===== src/rtl/nibble_serial_addsub.sv =====
// nibble_serial_addsub: adds or subtracts two NIBBLES*4-bit two's-complement
// operands. One shared 4-bit ripple adder (adder4) handles one nibble per clock,
// least-significant nibble first.
// Optional feature: define ADDSUB_SAT_EN to saturate Result on signed overflow.
// Without it, Result wraps modulo 2^W and no saturation logic is built.

// 4-bit ripple-carry adder. It returns the carry out of bit 3 (c4) and the
// signed-overflow flag of the nibble (carry into bit 3 XOR carry out of bit 3).
module adder4 (
  input  logic [3:0] a,
  input  logic [3:0] b,
  input  logic       c0,
  output logic [3:0] s,
  output logic       c4,
  output logic       v
);

  logic [4:0] c;

  // Ripple the carry through four full-adder cells.
  always_comb begin
    c    = '0;
    s    = '0;
    c[0] = c0;
    for (int i = 0; i < 4; i++) begin
      s[i]     = a[i] ^ b[i] ^ c[i];
      c[i + 1] = (a[i] & b[i]) | (c[i] & (a[i] ^ b[i]));
    end
    c4 = c[4];
    v  = c[4] ^ c[3];
  end

endmodule

module nibble_serial_addsub #(
  parameter int NIBBLES = 4
) (
  input  logic                 Clock,
  input  logic                 Resetn,
  input  logic                 Start,
  input  logic                 Sub,
  input  logic [4*NIBBLES-1:0] A,
  input  logic [4*NIBBLES-1:0] B,
  output logic                 Busy,
  output logic                 Done,
  output logic [4*NIBBLES-1:0] Result,
  output logic                 Cout,
  output logic                 V
);

  localparam int W = 4 * NIBBLES;

  // The step counter is 3 bits wide, which covers NIBBLES up to 8.
  localparam logic [2:0] STEP_LAST = 3'(NIBBLES - 1);

  typedef enum logic [1:0] {
    IDLE = 2'd0,
    RUN  = 2'd1,
    DONE = 2'd2
  } state_t;

  state_t       state;
  state_t       state_next;

  logic [W-1:0] op_a;
  logic [W-1:0] op_b;
  logic         carry;
  logic [2:0]   step;
  logic [W-1:0] result_q;
  logic         cout_q;
  logic         v_q;

  logic [3:0]   sum;
  logic         c4;
  logic         ovf;
  logic         accept;
  logic         last_step;
  logic [W-1:0] sum_ext;
  logic [W-1:0] result_shift;
  logic [W-1:0] result_load;

`ifdef ADDSUB_SAT_EN
  // Sign of the latched A operand. It selects the saturation direction.
  logic         a_sign;
`endif

  // The single shared nibble adder.
  adder4 u_adder4 (
    .a  (op_a[3:0]),
    .b  (op_b[3:0]),
    .c0 (carry),
    .s  (sum),
    .c4 (c4),
    .v  (ovf)
  );

  // A new request is accepted only from IDLE or DONE.
  // The last step is the RUN cycle that handles the most-significant nibble.
  always_comb begin
    accept    = Start && ((state == IDLE) || (state == DONE));
    last_step = (state == RUN) && (step == STEP_LAST);
  end

  // State register.
  always_ff @(posedge Clock or negedge Resetn) begin
    if (!Resetn) begin
      state <= IDLE;
    end else begin
      state <= state_next;
    end
  end

  // Next-state logic.
  // Start is ignored in RUN, and DONE chains straight into a new RUN when Start is held.
  always_comb begin
    state_next = state;
    case (state)
      IDLE: begin
        if (Start) begin
          state_next = RUN;
        end
      end
      RUN: begin
        if (step == STEP_LAST) begin
          state_next = DONE;
        end
      end
      DONE: begin
        if (Start) begin
          state_next = RUN;
        end else begin
          state_next = IDLE;
        end
      end
      default: begin
        state_next = IDLE;
      end
    endcase
  end

  // Build the next Result value.
  // The new sum nibble enters at the top while older nibbles move down.
  // With saturation enabled, an overflow on the last step loads the clamp value instead.
  always_comb begin
    sum_ext      = '0;
    sum_ext[3:0] = sum;
    result_shift = (result_q >> 4) | (sum_ext << (W - 4));
    result_load  = result_shift;
`ifdef ADDSUB_SAT_EN
    if (last_step && ovf) begin
      if (a_sign) begin
        result_load = {1'b1, {(W - 1){1'b0}}};
      end else begin
        result_load = {1'b0, {(W - 1){1'b1}}};
      end
    end
`endif
  end

  // Datapath registers.
  // On accept: latch the operands. For a subtract, invert B and set the carry-in to 1.
  // On each RUN cycle: consume one nibble and shift the result in.
  always_ff @(posedge Clock or negedge Resetn) begin
    if (!Resetn) begin
      op_a     <= '0;
      op_b     <= '0;
      carry    <= 1'b0;
      step     <= '0;
      result_q <= '0;
      cout_q   <= 1'b0;
      v_q      <= 1'b0;
`ifdef ADDSUB_SAT_EN
      a_sign   <= 1'b0;
`endif
    end else if (accept) begin
      op_a  <= A;
      op_b  <= Sub ? ~B : B;
      carry <= Sub;
      step  <= '0;
`ifdef ADDSUB_SAT_EN
      a_sign <= A[W-1];
`endif
    end else if (state == RUN) begin
      op_a     <= op_a >> 4;
      op_b     <= op_b >> 4;
      carry    <= c4;
      step     <= step + 3'd1;
      result_q <= result_load;
      if (last_step) begin
        cout_q <= c4;
        v_q    <= ovf;
      end
    end
  end

  // Status and result outputs.
  always_comb begin
    Busy   = (state == RUN);
    Done   = (state == DONE);
    Result = result_q;
    Cout   = cout_q;
    V      = v_q;
  end

endmodule


===== config.mk =====
export PLATFORM = sky130hd
export DESIGN_NAME = nibble_serial_addsub
export DESIGN_NICKNAME = d
export VERILOG_FILES = /design/src/rtl/nibble_serial_addsub.sv
export SDC_FILE = /design/constraint.sdc
export NUM_CORES = 1
export LEC_CHECK = 0
export BUFFER_PORTS_ARGS = -buffer_cell sky130_fd_sc_hd__buf_2
export CORE_ASPECT_RATIO = 1.4
export CORE_UTILIZATION = 40
export DETAILED_ROUTE_END_ITERATION = 12
export GPL_ROUTABILITY_DRIVEN = 0
export PLACE_DENSITY = 0.61
export SLEW_MARGIN = 0
export SYNTH_ARGS = -nofsm -noshare
export SYNTH_HDL_FRONTEND = slang
export SYNTH_SLANG_ARGS = --single-unit

===== constraint.sdc =====
create_clock -name Clock -period 2.3 [get_ports Clock]
set_clock_uncertainty 0.1 [all_clocks]
set_input_delay 0.575 -clock Clock [delete_from_list [all_inputs] [get_ports Clock]]
set_output_delay 0.575 -clock Clock [all_outputs]
set_load 0.02 [all_outputs]

==> flow_metrics.py, run 1 <==
metrics = {
    "run_status": {
        "status": "finished with violations",
        "failed_checks": "DRC",
    },
    "drt": {
        "wl_um": 5060,
        "vias_per_cell": 4.89,
        "drtIter0Drc": 114,
        "dr.pass1.iters": 8,
        "route.vias.total": 1970,
        "wire_per_inst_um": 12.6,
        "remaining_drc_errors": 5,
        "ant_nets": 0,
    },
    "power_and_ir_drop": {
        "swShare_pct": 42.0,
        "p_comb_share_pct": 46.8,
        "internal-power_w": 0.00246,
        "clkPwrFrac_pct": 13.1,
        "power_w": 0.00424,
        "sequentialPowerShare_pct": 40.1,
        "p_sw_w": 0.00178,
        "p_leak_nw": 1.55,
        "powerDensity_nw_per_um2": 1390,
        "ir_drop_mv": 0.532,
    },
    "timing": {
        "fin_ws_ns": 0.0314,
        "period_minus_slack_ns": 2.27,
        "fmax_mhz": 441,
        "tightest_slew_ns": 0.546,
        "rsz0062_at_grt": "true",
        "drv_slew": 0,
        "setup_tns_ns": 0,
        "finalCritPeriodShare_pct": 98.6,
        "setup_violations": 0,
        "slew-limit-headroom_pct": 63.6,
        "finalHoldViolCount": 0,
    },
    "synthesis": {
        "syn-instance-count": 287,
        "netlist_area_um2": 2700,
        "synth_top_family_by_area": "simple AND/OR/NAND/NOR gates",
        "synth.avg_cell_area_um2": 9.39,
        "synthDistinctLibCells": 28,
        "synth_seq_cells": 56,
        "syn_nets": 329,
        "yosys_warnings": 0,
        "synth_xor_area_share_pct": 5.52,
        "yosys.area_share.adder_pct": 3.90,
        "yosys.area_share.simple_pct": 18.6,
        "synth_compound_area_share_pct": 10.6,
        "ys_seq_area_share_pct": 52.0,
        "synth_mux_area_share_pct": 0,
    },
    "finish": {
        "final_util_pct": 46.8,
        "area_growth_pct": 13.3,
        "layout-drive-gt1-share_pct": 23.7,
        "final_cell_mix": "nand2_1, dfrtp_1, buf_2",
        "mostFrequentLayoutCell": "nand2_1",
        "final_nets": 370,
        "diodes": 0,
        "fillers": 647,
    },
    "grt": {
        "track_usage_pct": 15.4,
        "grt_max_degree": 57,
        "grt_pass1_vias": 1844,
        "antenna_found_initial": 0,
        "grt_pass1_wl_um": 8550,
        "gr-total-overflow": 0,
    },
    "placed_design": {
        "dp_slack_ns": -0.0384,
        "dp_hpwl_um": 3480,
        "io_buffers": 55,
    },
    "clocking": {
        "cts_tree": "done",
        "clk_path_buf_depth": 2,
        "clk_pin_slew_ns": 0.10,
        "cts_root_buffer": "clkbuf_8",
        "cts.sinks": 56,
        "clk_latency_ns": 0.31,
        "htreeDepth": 2,
        "cts_buffers": 5,
        "hold_buffers": 0,
    },
    "floorplan": {
        "num_rows": 35,
        "ioPinCount": 56,
        "die-area_um2": 7070,
        "chipWidth_um": 71.4,
        "initial_utilization_pct": 41.3,
        "die_h_um": 99.1,
        "core-area_um2": 6530,
    },
    "critical_path": {
        "cp_cell_sequence": "fa_2 > inv_1 > fa_1 > inv_1 > fa_2 > inv_2 > fa_1 > xor2_1 > o21ai_0",
        "slowest_stage": "fa_1",
        "cp.arrival_ns": 2.40,
        "cp.required_ns": 2.43,
        "rr_worst_depth": 9,
        "r2r_setup_slack_ns": 0.03,
        "endpoint_kind": "register",
        "worstSetupPathType": "register to register",
        "rr_startpoint": "op_b[0]$_DFFE_PN0P_",
        "worst_path_largest_cell_delay_ns": 0.44,
        "r2r-end": "V$_DFFE_PN0P_",
        "critPathLaunchType": "register",
        "path_max_fanout": 3,
    },
    "worst_hold_path": {
        "hold_class": "primary input to async pin",
    },
    "job": {
        "cap_violations": 0,
    },
}
## metal layers
metal  global-route usage [%]  wire length (µm)  vias up
li1                         -                 -      992
met1                     19.9              2380      926
met2                     26.2              2440       46
met3                     3.34               188        6
met4                     4.15                59        0
met5                        0                 0        -
## stage by stage
stage	area, µm²	hold WS, ns	std cells
floorplan	2700	0.179	287
global placement	2950	0.355	394
detailed placement	2950	0.357	394
CTS	3040	0.162	402
global route	3050	0.164	403
finish	3050	0.150	403
## cell usage after synthesis (all sizes together)
library cell / count / area [µm²]
inv: 10 / 40.0
buf: 26 / 198
nor3: 3 / 15.0
clkbuf: 4 / 15.0
a21oi: 4 / 20.0
xnor2: 1 / 8.76
a31oi: 20 / 125
and2b: 1 / 7.51
o21ai: 6 / 30.0
nand2: 94 / 353
fa: 4 / 80.1
a21o: 1 / 7.51
dfrtp: 56 / 1400
a22o: 6 / 52.6
nor2b: 1 / 6.26
xor2: 16 / 140
o2bb2ai: 1 / 8.76
nand3b: 1 / 7.51
a221o: 3 / 30.0
nand2b: 2 / 12.5
nand3: 1 / 5.00
a211oi: 1 / 12.5
ha: 2 / 25.0
nor2: 23 / 93.8
## power groups by stage
stage | Clock [W] | Sequential (W) | Combinational [W]
3_3_place_gp | 0 | 0.00171 | 0.00192
5_1_grt | 0.000604 | 0.00176 | 0.00227
4_1_cts | 0.000568 | 0.00170 | 0.00198
2_1_floorplan | 0 | 0.00171 | 0.00162
3_5_place_dp | 0 | 0.00172 | 0.00197
6_report | 0.000554 | 0.00170 | 0.00198
## state kept, by name (all words and copies together) (netlist names)
name and flops:
state 2, V 1, Result 16, Cout 1
step 3, op_a 16, carry 1, op_b 16
## final cells by class
| cell class | instances | area [µm²] | share of cell area [%] |
|---|---|---|---|
| clock buffers | 6 | 82.6 | 2.70 |
| clock inverters | 2 | 10.0 | 0.328 |
| inverters | 10 | 40.0 | 1.31 |
| multi-input cells | 191 | 1050 | 34.3 |
| flip-flops and latches | 56 | 1400 | 45.9 |
| well taps | 74 | 92.6 | 3.03 |
| repair buffers | 64 | 380 | 12.5 |
## critical path, delay by kind of cell, from the launching register on
kind,cells,cell delay (ns)
flops,1,0.40
compound gates,1,0.13
fa+ha+maj,4,1.21
buf+inv,3,0.18
xor+xnor,1,0.16
## how the worst max path moves through the flow
stage                              startpoint  depth (start not counted)  slack (ns)                      to
final                     op_b[0]$_DFFE_PN0P_                          9        0.03           V$_DFFE_PN0P_
after global routing      op_a[0]$_DFFE_PN0P_                          9       -0.06           V$_DFFE_PN0P_
after CTS                 op_a[0]$_DFFE_PN0P_                          8       0.003  Result[15]$_DFFE_PN0P_
after detailed placement  op_a[0]$_DFFE_PN0P_                          8       -0.04  Result[15]$_DFFE_PN0P_
after global placement    op_a[0]$_DFFE_PN0P_                          8        0.03  Result[15]$_DFFE_PN0P_
after floorplan           op_a[0]$_DFFE_PN0P_                          8        0.09  Result[15]$_DFFE_PN0P_
## cell families (layout without fill, tap and decap cells)
| logic type | after synthesis | count (layout) |
|---|---|---|
| AO/OA/AOI/OAI | 42 | 42 |
| XOR/XNOR | 17 | 17 |
| adder cells (fa/ha/maj) | 6 | 6 |
| buffers and inverters | 40 | 82 |
| flip-flops | 56 | 56 |
| AND/OR/NAND/NOR | 126 | 126 |
## timing repair
item                       in CTS  in global routing
setup endpoints to repair       1                  2
cloned                          0                  0
pin swaps                       0                  3
setup buffers                   0                  1
gates resized for setup         1                  3
No activity file was read; power rests on OpenSTA's default activity.
==> run 2: changes to the inputs <==
--- a/config.mk
+++ b/config.mk
@@ -5,7 +5,7 @@
 export SDC_FILE = /design/constraint.sdc
 export NUM_CORES = 1
 export LEC_CHECK = 0
-export BUFFER_PORTS_ARGS = -buffer_cell sky130_fd_sc_hd__buf_2
+export BUFFER_PORTS_ARGS = -buffer_cell sky130_fd_sc_hd__buf_4
 export CORE_ASPECT_RATIO = 1.4
 export CORE_UTILIZATION = 40
 export DETAILED_ROUTE_END_ITERATION = 12
==> constraint.sdc (replaced) <==
create_clock -name Clock -period 2.07 [get_ports Clock]
set_clock_uncertainty 0.1 [all_clocks]
set_input_delay 0.5175 -clock Clock [delete_from_list [all_inputs] [get_ports Clock]]
set_output_delay 0.5175 -clock Clock [all_outputs]
set_load 0.02 [all_outputs]
==> run 2 against run 1 <==
- the run ends with DRC, setup timing left
- power increased by 17%
- die area unchanged
- worst setup slack got worse by 0.16 ns
- largest cell class unchanged
- largest power group unchanged
- highest routed layer unchanged
==> flow_metrics.py, run 2 (synthesis results as in run 1) <==
metrics = {
    "run_status": {
        "status": "finished with violations",
        "failed_checks": "DRC, setup timing",
    },
    "timing": {
        "setup_tns_ns": -0.205,
        "finalCritPeriodShare_pct": 106,
        "fmax_mhz": 455,
        "fin_ws_ns": -0.127,
        "rsz0062_at_grt": "true",
        "setup_violations": 2,
        "tightest_slew_ns": 0.696,
        "period_minus_slack_ns": 2.20,
        "finalHoldViolCount": 0,
        "drv_slew": 0,
        "slew-limit-headroom_pct": 53.6,
    },
    "critical_path": {
        "endpoint_kind": "register",
        "rr_startpoint": "op_b[0]$_DFFE_PN0P_",
        "cp.required_ns": 2.21,
        "r2r-end": "Result[15]$_DFFE_PN0P_",
        "critPathLaunchType": "register",
        "slowest_stage": "dfrtp_1",
        "rr_worst_depth": 8,
        "worstSetupPathType": "register to register",
        "r2r_setup_slack_ns": -0.13,
        "cp_cell_sequence": "fa_2 > inv_2 > fa_1 > inv_1 > fa_2 > inv_2 > fa_2 > o21ai_1",
        "worst_path_largest_cell_delay_ns": 0.42,
        "crit_top_cell": "fa_2",
        "cp.arrival_ns": 2.33,
        "path_max_fanout": 2,
    },
    "grt": {
        "grt_pass1_wl_um": 8710,
        "track_usage_pct": 15.8,
        "antenna_found_initial": 0,
        "grt_max_degree": 57,
        "gr-total-overflow": 0,
        "grt_pass1_vias": 1857,
    },
    "power_and_ir_drop": {
        "ir_drop_mv": 0.562,
        "powerDensity_nw_per_um2": 1560,
        "p_leak_nw": 1.58,
    },
    "clocking": {
        "clk_latency_ns": 0.31,
        "cts_root_buffer": "clkbuf_8",
        "cts_buffers": 5,
        "cts_tree": "done",
        "htreeDepth": 2,
        "cts.sinks": 56,
        "clk_pin_slew_ns": 0.10,
        "clk_path_buf_depth": 2,
    },
    "drt": {
        "ant_nets": 0,
        "wire_per_inst_um": 12.7,
        "dr.pass1.iters": 8,
        "wl_um": 5110,
        "drtIter0Drc": 75,
        "route.vias.total": 1961,
        "remaining_drc_errors": 3,
        "vias_per_cell": 4.85,
    },
    "worst_hold_path": {
        "hold_class": "primary input to async pin",
    },
    "finish": {
        "mostFrequentLayoutCell": "nand2_1",
        "final_nets": 371,
        "diodes": 0,
        "final_cell_mix": "nand2_1, buf_4, dfrtp_1",
        "area_growth_pct": 18.1,
        "layout-drive-gt1-share_pct": 24.5,
        "final_cells": 404,
    },
    "placed_design": {
        "io_buffers": 55,
        "dp_hpwl_um": 3530,
        "place_inst": 394,
    },
    "floorplan": {
        "num_rows": 35,
        "core-area_um2": 6530,
        "ioPinCount": 56,
        "die-area_um2": 7070,
        "die_h_um": 99.1,
        "chipWidth_um": 71.4,
        "initial_utilization_pct": 41.3,
    },
    "job": {
        "cap_violations": 0,
    },
}
[run 2: final cells by class]
type / instances / area (µm²)
Timing Repair Buffer: 65 / 488
Clock inverter: 2 / 35.0
Tap cell: 74 / 92.6
Multi-Input combinational cell: 191 / 1050
Clock buffer: 6 / 72.6
Inverter: 10 / 40.0
Fill cell: 668 / 3340
Sequential cell: 56 / 1400
[run 2: per-stage QoR]
step | hold slack, ns | total power (W) | setup WS, ns | area, µm² | util, %
after global routing | 0.196 | 0.00539 | -0.201 | 3180 | 48.8
after global placement | 0.360 | 0.00419 | -0.100 | 3050 | 46.8
final | 0.150 | 0.00497 | -0.127 | 3180 | 48.8
after floorplan | 0.122 | 0.00373 | -0.0538 | 2700 | -
after CTS | 0.181 | 0.00501 | -0.167 | 3170 | 48.6
after detailed placement | 0.364 | 0.00427 | -0.153 | 3050 | 46.8
[run 2: how the worst max path moves through the flow]
| stage | from | end | slack, ns | depth (start not counted) |
|---|---|---|---|---|
| 2_1_floorplan | op_a[0]$_DFFE_PN0P_ | V$_DFFE_PN0P_ | -0.05 | 9 |
| 3_3_place_gp | op_a[0]$_DFFE_PN0P_ | V$_DFFE_PN0P_ | -0.10 | 9 |
| 3_5_place_dp | op_b[0]$_DFFE_PN0P_ | V$_DFFE_PN0P_ | -0.15 | 9 |
| 4_1_cts | op_a[0]$_DFFE_PN0P_ | Result[15]$_DFFE_PN0P_ | -0.17 | 8 |
| 5_1_grt | op_b[0]$_DFFE_PN0P_ | Result[15]$_DFFE_PN0P_ | -0.20 | 8 |
| 6_report | op_b[0]$_DFFE_PN0P_ | Result[15]$_DFFE_PN0P_ | -0.13 | 8 |
[run 2: timing repair]
action                                  CTS  global route
buffers inserted                          1             1
hold buffers                              0             0
endpoints found under the setup margin    4             4
gates resized for setup                   3             2
endpoints found under the hold margin     0             0
pin swaps                                 0             3
[run 2: critical path: cells and delay by family (launching register included)]
| kind | cells | cell delay, ns |
|---|---|---|
| DFF | 1 | 0.42 |
| adders and majority gates | 4 | 1.30 |
| buffers and inverters | 3 | 0.18 |
| AOI/OAI and AO/OA | 1 | 0.12 |
[run 2: routing by layer]
metal | GRT usage [%] | up-vias | wire (µm)
li1 | - | 991 | -
met1 | 20.7 | 920 | 2330
met2 | 25.9 | 45 | 2500
met3 | 3.95 | 5 | 226
met4 | 4.62 | 0 | 56
met5 | 0 | - | 0
[run 2: report_power, final]
group          switching (W)  internal (W)  total, W
logic                0.00137       0.00100   0.00237
registers           0.000297       0.00160   0.00190
clock network       0.000345      0.000360  0.000704
total                0.00201       0.00296   0.00497
==> run 3: changes to the inputs <==
==> constraint.sdc (replaced) <==
create_clock -name Clock -period 2.07 [get_ports Clock]
set_clock_uncertainty 0.1 [all_clocks]
set_input_delay 0.5175 -clock Clock [delete_from_list [all_inputs] [get_ports Clock]]
set_output_delay 0.5175 -clock Clock [all_outputs]
set_load 0.05 [all_outputs]
==> run 3 against run 2 <==
- non-clock buffer count down 1
- combinational power up 18%
- first-iteration DRC count up 4.0%
- worst hold slack better by 0.0074 ns
- routed wire length down 0.14%
- the flow still finishes with violations (DRC, setup timing)
- global-route usage up 0.22 points
- sequential cell count unchanged
- register-to-register slack about the same
- sequential power about the same
- clock power about the same
- critical endpoint unchanged
- worst setup slack better by 0.0060 ns
- critical path type unchanged
==> flow_metrics.py, run 3 (synthesis results as in run 1) <==
metrics = {
    "clocking": {
        "cts_buffers": 5,
        "cts.sinks": 56,
        "clk_path_buf_depth": 2,
        "clk_pin_slew_ns": 0.09,
        "clk_latency_ns": 0.31,
        "htreeDepth": 2,
        "cts_root_buffer": "clkbuf_8",
        "cts_tree": "done",
    },
    "grt": {
        "antenna_found_initial": 0,
        "track_usage_pct": 16.0,
        "grt_max_degree": 57,
        "gr-total-overflow": 0,
        "grt_pass1_wl_um": 8780,
        "grt_pass1_vias": 1871,
    },
    "power_and_ir_drop": {
        "swShare_pct": 44.7,
        "p_sw_w": 0.00241,
        "p_comb_share_pct": 51.7,
        "sequentialPowerShare_pct": 35.2,
        "powerDensity_nw_per_um2": 1690,
        "p_leak_nw": 1.59,
        "clkPwrFrac_pct": 13.1,
        "internal-power_w": 0.00298,
        "power_w": 0.00539,
        "ir_drop_mv": 0.729,
    },
    "run_status": {
        "failed_checks": "DRC, setup timing",
        "status": "finished with violations",
    },
    "critical_path": {
        "worst_path_largest_cell_delay_ns": 0.43,
        "cp.required_ns": 2.20,
        "r2r_setup_slack_ns": -0.12,
        "path_max_fanout": 2,
        "worstSetupPathType": "register to register",
        "rr_worst_depth": 8,
        "cp_cell_sequence": "fa_2 > inv_2 > fa_1 > inv_1 > fa_2 > inv_2 > fa_2 > o21ai_2",
        "r2r-end": "Result[15]$_DFFE_PN0P_",
        "cp.arrival_ns": 2.33,
        "critPathLaunchType": "register",
        "rr_startpoint": "op_a[0]$_DFFE_PN0P_",
        "endpoint_kind": "register",
        "crit_top_cell": "fa_2",
        "slowest_stage": "fa_2",
    },
    "floorplan": {
        "die-area_um2": 7070,
        "die_h_um": 99.1,
        "chipWidth_um": 71.4,
        "core-area_um2": 6530,
        "ioPinCount": 56,
        "num_rows": 35,
        "initial_utilization_pct": 41.3,
    },
    "timing": {
        "fin_ws_ns": -0.121,
        "fmax_mhz": 456,
        "slew-limit-headroom_pct": 53.4,
        "fin_hold_ws_ns": 0.157,
        "setup_violations": 2,
        "finalHoldViolCount": 0,
        "tightest_slew_ns": 0.700,
        "rsz0062_at_grt": "true",
        "period_minus_slack_ns": 2.19,
        "drv_slew": 0,
        "finalCritPeriodShare_pct": 106,
    },
    "drt": {
        "drtIter0Drc": 78,
        "wl_um": 5110,
        "vias_per_cell": 4.95,
        "ant_nets": 0,
        "route.vias.total": 1994,
        "remaining_drc_errors": 3,
        "wire_per_inst_um": 12.7,
        "dr.pass1.iters": 8,
    },
    "finish": {
        "layout-drive-gt1-share_pct": 24.3,
        "area_growth_pct": 18.7,
        "final_cell_mix": "nand2_1, buf_4, dfrtp_1",
        "final_nets": 370,
        "diodes": 0,
        "fin_area_um2": 3200,
        "mostFrequentLayoutCell": "nand2_1",
    },
    "placed_design": {
        "dp_hpwl_um": 3540,
        "io_buffers": 55,
        "post_dp_cell_area_um2": 3080,
    },
    "worst_hold_path": {
        "hold_class": "primary input to async pin",
    },
    "job": {
        "cap_violations": 0,
    },
}
[run 3: cell count changes in the layout (fill, tap and decap cells not counted), sizes merged]
cell  previous run  this run
buf             65        64
[run 3: stage by stage]
step / cells / setup TNS [ns] / utilization, % / worst slack [ns]
final: 403 / -0.188 / 49.0 / -0.121
after global routing: 403 / -0.368 / 49.0 / -0.181
after CTS: 403 / -0.217 / 49.0 / -0.144
after detailed placement: 394 / -0.459 / 47.2 / -0.201
after global placement: 394 / -0.202 / 47.2 / -0.110
after floorplan: 287 / -0.0892 / - / -0.0538
[run 3: repair_timing]
item                                   CTS  global route
endpoints found under the hold margin    0             0
buffers inserted                         1             0
setup endpoints to repair                4             4
hold buffers                             0             0
gates resized for setup                  3             2
pin swaps                                1             0
cloned                                   0             0
[run 3: layout make-up]
| type | count | area, µm² |
|---|---|---|
| fillers | 636 | 3330 |
| clock buffers | 6 | 72.6 |
| flip-flops and latches | 56 | 1400 |
| well taps | 74 | 92.6 |
| repair buffers | 64 | 505 |
| clock inverters | 2 | 35.0 |
| multi-input cells | 191 | 1050 |
| inverters | 10 | 40.0 |
[run 3: critical path, delay by kind of cell, from the launching register on]
kind	cells	cell delay (ns)
fa+ha+maj	4	1.32
compound gates	1	0.11
flops	1	0.41
buf+inv	3	0.18
[run 3: metal layers]
layer  global-route usage (%)  part of all wire (%)  vias to the layer above  routed length, µm
met3                     3.14                   4.2                        5                213
met1                     20.2                    44                      953               2220
met2                     27.5                    51                       47               2600
met4                     5.08                   1.4                        0                 73
li1                         -                     -                      989                  -
met5                        0                     0                        -                  0
[run 3: worst max-delay path by stage]
stage,to,depth (start not counted),startpoint
floorplan,V$_DFFE_PN0P_,9,op_a[0]$_DFFE_PN0P_
global placement,V$_DFFE_PN0P_,9,op_a[0]$_DFFE_PN0P_
detailed placement,V$_DFFE_PN0P_,9,op_a[0]$_DFFE_PN0P_
CTS,Result[15]$_DFFE_PN0P_,8,op_a[0]$_DFFE_PN0P_
global route,Result[15]$_DFFE_PN0P_,8,op_a[0]$_DFFE_PN0P_
finish,Result[15]$_DFFE_PN0P_,8,op_a[0]$_DFFE_PN0P_
[run 3: power groups by stage]
| stage | sequential [W] | combinational (W) | clock [W] |
|---|---|---|---|
| after floorplan | 0.00201 | 0.00212 | 0 |
| after global placement | 0.00191 | 0.00273 | 0 |
| after detailed placement | 0.00193 | 0.00279 | 0 |
| after CTS | 0.00191 | 0.00282 | 0.000731 |
| after global routing | 0.00197 | 0.00309 | 0.000760 |
| final | 0.00190 | 0.00279 | 0.000706 |
